$ cat src/rtl/filt_sched.sv
// filt_sched: multi-channel sequencer for the ADPCM quantizer scale factor
// adaptation averaging filters (short-term DMS, long-term DML).
// One update request per sample is accepted when idle. A single
// subtract/shift/add unit is time-shared between the DMS and DML updates.
// Results are returned with a one-cycle done pulse 4 cycles after accept.
//
// Optional feature: define FILT_SCHED_DROP_CNT_EN to count requests that
// are not accepted (saturating at 255, cleared only by reset). When it is
// undefined, drop_cnt is tied to 0.
//
// Ports:
//   clk      system clock
//   reset    asynchronous active-low reset
//   init     start clearing all channel state
//   req      update request (sampled only while idle)
//   req_ch   channel to update
//   req_fi   FI value for this update
//   busy     sequencer not idle
//   done     one-cycle pulse, results valid
//   done_ch  channel of the completed update
//   dms_out  updated short-term average DMSP
//   dml_out  updated long-term average DMLP
//   drop_cnt dropped-request count (optional feature)
module filt_sched #(
    parameter int unsigned NCH = 4,
    parameter int unsigned CHW = 2
) (
    input  logic           clk,
    input  logic           reset,
    input  logic           init,
    input  logic           req,
    input  logic [CHW-1:0] req_ch,
    input  logic [2:0]     req_fi,
    output logic           busy,
    output logic           done,
    output logic [CHW-1:0] done_ch,
    output logic [11:0]    dms_out,
    output logic [13:0]    dml_out,
    output logic [7:0]     drop_cnt
);

    typedef enum logic [2:0] {IDLE, INIT, LOAD, UPD_S, UPD_L, WB} state_t;

    state_t         state;
    state_t         state_nxt;
    logic           accept;
    logic           ch_ok;

    logic [11:0]    dms_mem [NCH];
    logic [13:0]    dml_mem [NCH];
    logic [CHW-1:0] ch_q;
    logic [2:0]     fi_q;
    logic [11:0]    dms_w;
    logic [13:0]    dml_w;
    logic [CHW-1:0] clr_cnt;

    // shared datapath signals
    logic           is_l;
    logic [14:0]    minuend;
    logic [14:0]    subtrahend;
    logic [2:0]     shamt;
    logic [7:0]     shf;
    logic [13:0]    difsx;
    logic [13:0]    addend;
    logic [13:0]    sum;

    assign ch_ok = (32'(req_ch) < NCH);

    // state register
    always_ff @(posedge clk or negedge reset) begin
        if (!reset) state <= IDLE;
        else        state <= state_nxt;
    end

    // next-state logic
    always_comb begin
        state_nxt = state;
        accept    = 1'b0;
        case (state)
            IDLE: begin
                if (init) begin
                    state_nxt = INIT;
                end else if (req && ch_ok) begin
                    state_nxt = LOAD;
                    accept    = 1'b1;
                end
            end
            INIT:    if (clr_cnt == CHW'(NCH - 1)) state_nxt = IDLE;
            LOAD:    state_nxt = UPD_S;
            UPD_S:   state_nxt = UPD_L;
            UPD_L:   state_nxt = WB;
            WB:      state_nxt = IDLE;
            default: state_nxt = IDLE;
        endcase
    end

    // Shared unit: the 13-bit DMS difference is the low bits of the 15-bit
    // subtraction; after the 5/7 shift the sign lands in bit 7 either way.
    always_comb begin
        is_l       = (state == UPD_L);
        minuend    = is_l ? {1'b0, fi_q, 11'b0} : {3'b0, fi_q, 9'b0};
        subtrahend = is_l ? {1'b0, dml_w} : {3'b0, dms_w};
        shamt      = is_l ? 3'd7 : 3'd5;
        shf        = 8'((minuend - subtrahend) >> shamt);
        difsx      = is_l ? {{6{shf[7]}}, shf} : {2'b0, {4{shf[7]}}, shf};
        addend     = is_l ? dml_w : {2'b0, dms_w};
        sum        = difsx + addend;
    end

    // channel state, working registers and registered outputs
    always_ff @(posedge clk or negedge reset) begin
        if (!reset) begin
            for (int unsigned i = 0; i < NCH; i++) begin
                dms_mem[i] <= 12'd0;
                dml_mem[i] <= 14'd0;
            end
            ch_q    <= '0;
            fi_q    <= 3'd0;
            dms_w   <= 12'd0;
            dml_w   <= 14'd0;
            clr_cnt <= '0;
            busy    <= 1'b0;
            done    <= 1'b0;
            done_ch <= '0;
            dms_out <= 12'd0;
            dml_out <= 14'd0;
        end else begin
            busy <= (state_nxt != IDLE);
            done <= (state == WB);
            case (state)
                IDLE: begin
                    clr_cnt <= '0;
                    if (accept) begin
                        ch_q <= req_ch;
                        fi_q <= req_fi;
                    end
                end
                INIT: begin
                    dms_mem[clr_cnt] <= 12'd0;
                    dml_mem[clr_cnt] <= 14'd0;
                    clr_cnt          <= CHW'(clr_cnt + 1'b1);
                end
                LOAD: begin
                    dms_w <= dms_mem[ch_q];
                    dml_w <= dml_mem[ch_q];
                end
                UPD_S: dms_w <= sum[11:0];
                UPD_L: dml_w <= sum;
                WB: begin
                    dms_mem[ch_q] <= dms_w;
                    dml_mem[ch_q] <= dml_w;
                    done_ch       <= ch_q;
                    dms_out       <= dms_w;
                    dml_out       <= dml_w;
                end
                default: ;
            endcase
        end
    end

`ifdef FILT_SCHED_DROP_CNT_EN
    // any request not accepted this cycle counts as dropped
    logic drop;
    assign drop = req && !accept;

    always_ff @(posedge clk or negedge reset) begin
        if (!reset)                          drop_cnt <= 8'd0;
        else if (drop && drop_cnt != 8'hFF)  drop_cnt <= drop_cnt + 8'd1;
    end
`else
    assign drop_cnt = 8'd0;
`endif

endmodule

$ cat config.mk
export PLATFORM = sky130hd
export DESIGN_NAME = filt_sched
export DESIGN_NICKNAME = d
export VERILOG_FILES = /design/src/rtl/filt_sched.sv
export SDC_FILE = /design/constraint.sdc
export NUM_CORES = 1
export LEC_CHECK = 0
export CAP_MARGIN = 25
export CORE_MARGIN = 8
export CORE_UTILIZATION = 42
export DETAILED_ROUTE_END_ITERATION = 16
export PLACE_DENSITY_LB_ADDON = 0.05
export SYNTH_ARGS = -nofsm -noshare
export SYNTH_HDL_FRONTEND = slang
export SYNTH_SLANG_ARGS = --single-unit
export TNS_END_PERCENT = 10
$ cat constraint.sdc
create_clock -name clk -period 4.98 [get_ports clk]
set_clock_uncertainty 0.15 [all_clocks]
set_input_delay 1.494 -clock clk [delete_from_list [all_inputs] [get_ports clk]]
set_output_delay 1.494 -clock clk [all_outputs]
set_load 0.05 [all_outputs]
==> Word-level counts from Yosys, hierarchy flattened <==
Index checks and enable logic that the tools add are counted.
{ "word_totals": {"ff_bits": 170, "output_inout_bits": 38} }
{ "classes": {"n_lt_le_gt_ge": 4, "n_reduce_logical": 9, "n_eq_ne": 6, "bitwise": 6, "shift": 1, "addsub": 3, "n_mux": 33} }
{ "op_table": {"columns": ["cell", "count"], "rows": [
  ["2-to-1 mux 14 bit", 8],
  ["one-hot mux 56 bit (2 select lines)", 1],
  ["one-hot mux 48 bit (2 select lines)", 1],
  ["bitwise AND 56 bit", 1],
  ["bitwise mux 56 bit", 1],
  ["demux 14 bit (select 2 bit)", 2],
  ["NOT 56 bit", 1],
  ["bitwise AND 48 bit", 1],
  ["bitwise mux 48 bit", 1],
  ["demux 12 bit (select 2 bit)", 2],
  ["2-to-1 mux 12 bit", 4],
  ["NOT 48 bit", 1],
  ["binary-select mux 14 bit (select 2 bit)", 1],
  ["one-hot mux 14 bit (2 select lines)", 1],
  ["binary-select mux 12 bit (select 2 bit)", 1],
  ["one-hot mux 12 bit (2 select lines)", 1],
  ["one-hot mux 3 bit (5 select lines)", 1],
  ["right shift 15 x 3 -> 8 bit", 1],
  ["subtractor 14 x 14 -> 15 bit", 1],
  ["adder 14 bit", 1],
  ["2-to-1 mux 3 bit", 3],
  ["nonzero test 2 bit", 4],
  ["== test 3 x 2 -> 1 bit (second input constant)", 2],
  ["== test 3 bit (second input constant)", 2],
  ["other kinds (13)", 19]
]} }

==> Depth between registers and ports, before layout <==
{ "depth": {"depth_word": 8, "depth_mapped": 24} }

==> Least setup slack after synthesis <==
No wires, ideal clock.
{ "synth_timing": {"path_kind": "flip-flop to flip-flop", "from": "reg state[1]", "to": "reg dml_w[13]", "setup_time_ns": 0.104, "stages_incl_launch_ff": 21, "n_path_buf": 3, "setup_slack_ns": -0.073, "arrival_time_ns": 4.799, "cell_sequence": "dfrtp_1 -> nor2_1 -> nand2_1 -> clkbuf_1 -> clkbuf_1 -> clkbuf_1 -> o21ai_0 -> ha_1 -> a21oi_1 -> o21ai_0 -> a21o_1 -> xor2_1 -> nand2_1 -> o21ai_0 -> ha_1 -> o41ai_1 -> o21ai_0 -> and3_1 -> a211oi_2 -> mux2_1 -> o311ai_1"} }
{ "synth_via": {"elab_chain_len": 7, "elab_cells_between_ends": 12, "classes_between": "2 x add/sub; 2 x eq/ne; 1 x shift; 6 x mux; 1 x reduce/logical"} }
{ "synth_rtl": {"columns": ["item", "line_no", "rtl"], "rows": [
  ["start, declared", "44", "state_t state;"],
  ["start signal, assigned", "72", "else state <= state_nxt;"],
  ["== test 3 bit", "100, 130", null],
  ["2-to-1 mux 14 bit, on equally long branches", "102, 106, 101", null],
  ["subtractor 14 x 14 -> 15 bit", "104", "shf = 8'((minuend - subtrahend) >> shamt);"],
  ["right shift 15 x 3 -> 8 bit", "104", null],
  ["2-to-1 mux 14 bit", "105", "difsx = is_l ? {{6{shf[7]}}, shf} : {2'b0, {4{shf[7]}}, shf};"],
  ["adder 14 bit", "107", "sum = difsx + addend;"],
  ["one-hot mux 14 bit (2 select lines)", "130", "case (state)"],
  ["end signal, assigned", "145", "dml_w <= dml_mem[ch_q];"],
  ["end signal, assigned", "148", "UPD_L: dml_w <= sum;"],
  ["end, declared", "54", "logic [13:0] dml_w;"]
]} }
Several ways; a longest one is shown, not always the timed one.
A chain may end at the register's enable or synchronous reset.

==> Worst setup path after layout <==
{ "layout_timing": {"from": "reg dms_w[3]", "to": "reg dml_w[13]"} }
{ "layout_via": {"elab_chain_len": 6, "elab_cells_between_ends": 7, "classes_between": "2 x add/sub; 1 x shift; 4 x mux"} }
{ "layout_rtl": {"columns": ["item", "line_no", "rtl"], "rows": [
  ["start, declared", "53", "logic [11:0] dms_w;"],
  ["start signal, assigned", "144", "dms_w <= dms_mem[ch_q];"],
  ["start signal, assigned", "147", "UPD_S: dms_w <= sum[11:0];"],
  ["2-to-1 mux 14 bit", "102, 106", null],
  ["subtractor 14 x 14 -> 15 bit", "104", null],
  ["right shift 15 x 3 -> 8 bit", "104", null],
  ["2-to-1 mux 14 bit", "105", null],
  ["adder 14 bit (*)", "107", null],
  ["one-hot mux 14 bit (2 select lines) (*)", "130", null]
]} }
Mark *: on every way between the ends. The rest lies on a longest branch, timed or not.

==> summary.md <==
| Metric | Value |
|---|---|
| Status | finished clean |
| Layer carrying the most global-route usage | met2 |
| Top cell type's share of synthesized area | 0.497 |
| # DRC | 0 |
| Layout cells sized above 1 | 0.156 |
| CP Data Arrival Time | between 4 and 5 ns |
| Final WL | about 25 mm |
| Tightest Pin Transition | approximately 0.9 ns |
| Pin count of the biggest net entering global routing | 93 |
| F_max | roughly 0.21 GHz |
| CP cell instances | nor4_4, nand3_1, a2111oi_4, a311oi_2, inv_1, a21oi_1, xor2_1, o21ai_0, ha_1, nand3_1, o211ai_1, o41ai_2, o21ai_0, and3_1, a211oi_2, mux2_1, o311ai_1 |
| Initial antenna violation count | 0 |
| Max-slew headroom | 0.397 |
| Routed WL per cell | approximately 22 um |
| Final-report setup violation count | 0 |
| Cells after synthesis | about 800 |
| DRC violation total after the first TritonRoute iteration | 330 |
| Synth unique cells | approximately 60 |
| Critical path buffers and inverters | 1 |
| Crit path largest cell delay | between 0.4 and 0.5 ns |
| FFs w/ async S/R, synth | 1.00 |
| Synth warn | 0 |
| First-pass GRT wire length | 39.4 mm |
| Crit end category | flip-flop |
| Hold Buf Count CTS | 0 |
| Vias | approximately 6400 |
| Hold Worst Slack | about 0.33 ns |
| Critical path class | flip-flop to flip-flop |
| Vias in the first global route | between 6000 and 7000 |
| Met1 Use GR | 0.265 |
| EDFF count, synth | 0 |
| Final Cycle Share | 0.951 |
| Seq/Total Area, Yosys | 0.497 |
| Total track usage | 0.199 |
| Synthesized cell area | between 8000 and 9000 um2 |
| Worst hold path class | flip-flop to flip-flop |
| Worst IR Drop VDD | 448 uV |
| Fin cells | between 1000 and 1500 |
| LEAKAGE | roughly 4.7 nW |
| Core Footprint | 20100 um2 |
| Required @ worst endpoint | between 5 and 6 ns |
| CTS tree | done |
| CTS sink count | 170 |
| Minimum clock period | 4.73 ns |
| Final Max Tran Viols | 0 |
| Root Buffer | clkbuf_16 |
| Die footprint | between 20000 and 30000 um2 |
| Cell area after layout | just over 10000 um2 |
| Nets | approximately 860 |
| Starting Density | 0.426 |
| Setup_tns | 0 ns |
| Placed Cells | approximately 1100 |
| H-tree levels | 4 |
| GRT met2 Usage | 0.315 |
| DIE HEIGHT | about 160 um |
| Unrepaired setup endpoints after global routing | false |
| Via density per instance | 5.73 |
| CP delay by family, top | compound AO/OA/AOI/OAI gates |
| Layout fillers | between 1500 and 2000 |
| Clock insertion delay at the later pin of the skew report | approximately 0.43 ns |
| Max Cap Viol | 0 |
| Critical path's slowest cell | dfrtp_2 |
| Clk slew on worst S/H paths | 0.07 ns |
| Post-DRT Antenna Nets | 0 |
| Top post-synthesis cells by area | dfrtp_1 50%, a22o_1 11%, nand2_1 6.9% |
| # port buffers | 38 |
| Row cnt | 52 |
| Worst setup margin | around 0.25 ns |
| FF+latch count, synth | 170 |
| Syn avg cell area | approximately 11 um2 |
| Num ports | between 40 and 50 |
| Routability Congestion | ~0.88 |
| Post-synth top area cell | dfrtp_1 |
| Fin. Hold Viols | 0 |
| CP Launch Type | flip-flop |
| Ant diodes | 0 |
| Met3 Use GR | 0.0450 |
| Grt total ovfl | 0 |
| Drt pass-1 iters | 4 |
| Area Growth Syn to Fin | 17.6% |
| Die width | around 160 um |
| DP Worst Slack | about 0.22 ns |
| Hpwl dp | roughly 16 mm |
| DP Area | a little over 9000 um2 |
| Max FO, Critical Path | 8 |
| CTS Buf Count | 17 |
| Ys flop type | dfrtp_1 |
| Worst-case clock buffer depth | 2 |
| Power Density | 816 nW/um2 |
==> worst register-to-register path: cells and delay by family (launching register included) <==
kind	cells	cell delay, ns
AOI/OAI and AO/OA	9	2.07
muxes	1	0.38
DFF	1	0.49
xor gates and xnor gates	1	0.16
and+or+nand+nor	4	0.94
buffers and inverters	1	0.12
adders and majority gates	1	0.31
==> cell families after synthesis <==
kind of cell,Yosys count,share of synthesized area
compound gates,194,0.169
xor+xnor,20,0.0205
fa+ha+maj,22,0.0329
buf+inv,101,0.0499
flops,170,0.497
mux,60,0.109
other cells,1,0.000438
simple gates,235,0.121
==> final timing paths <==
kind	startpoint	endpoint	slack, ns	depth (start not counted)
worst min-delay path	dml_out[6]	dml_out[6]	0.33	2
min in group asynchronous	reset	clr_cnt[0]	0.99	1
worst min register to register	dml_out[6]	dml_out[6]	0.33	2
max in group asynchronous	reset	dml_mem[53]	2.68	2
worst max-delay path	dms_w[3]	dml_w[13]	0.25	17
worst max register to register	dms_w[3]	dml_w[13]	0.25	17
==> flip-flops by register name, indices dropped and copies added (netlist names), 3 cells and up <==
name	flops
dml_mem	56
dms_mem	48
dml_out	14
dml_w	14
dms_out	12
dms_w	12
fi_q	3
state	3
==> timing repair <==
action,in CTS,in global routing
gates resized for setup,0,11
setup buffers,0,2
setup endpoints to repair,0,4
==> stage by stage <==
stage	total power, mW	util
3_3_place_gp	6.47	0.462
5_1_grt	8.73	0.500
2_1_floorplan	5.20	-
3_5_place_dp	6.52	0.464
4_1_cts	8.11	0.498
6_report	8.21	0.500
==> layout make-up <==
class	count	area, um2	share of cell area
sequential	170	4260	0.423
multi-input combinational	539	3970	0.394
timing repair buffer	82	736	0.0731
clock buffer	17	425	0.0423
tap	270	338	0.0336
clock inverter	15	256	0.0255
inverter	22	82.6	0.00821
==> synthesized netlist by cell type (all sizes together) (2+ instances only) <==
cell type,n
nand2,157
o21a,3
mux2i,27
a21oi,20
dfrtp,170
o41ai,2
or3,3
ha,20
nand3,10
nor2,27
and2,5
nand2b,2
xor2,8
inv,22
nand3b,2
mux4,26
a211oi,2
o21ai,44
nor3b,2
nor2b,8
buf,22
nor3,6
clkbuf,57
a21o,3
and3,4
a22o,104
o31ai,3
nand4,2
o211ai,3
xnor2,12
mux2,7
nor4,4
==> where the power goes <==
group	total, mW	internal (mW)	switching (mW)	leakage [nW]
combinational	4.37	1.78	2.60	2.10
clock	1.55	0.954	0.595	0.336
sequential	2.28	1.85	0.438	2.29
==> placed cells by master, fill, tap and decap left out, types with 5 or more instances in the layout <==
| cell | n |
|---|---|
| mux2_2 | 6 |
| nand3_1 | 10 |
| inv_1 | 21 |
| nor2_1 | 26 |
| mux4_2 | 26 |
| buf_4 | 42 |
| a21oi_1 | 18 |
| dfrtp_1 | 166 |
| conb_1 | 8 |
| nand2_1 | 156 |
| bufinv_16 | 6 |
| xor2_1 | 8 |
| clkbuf_16 | 17 |
| nor2b_1 | 8 |
| xnor2_1 | 12 |
| clkdlybuf4s50_1 | 37 |
| a22o_1 | 104 |
| nor3_1 | 5 |
| ha_1 | 20 |
| o21ai_0 | 40 |
| mux2i_1 | 27 |
==> per-layer routing <==
metal,routed length [um],part of all wire
met5,0,0
met4,487,0.020
met3,1280,0.052
met2,11700,0.47
met1,11300,0.46
(Power assumes the default switching activity.)
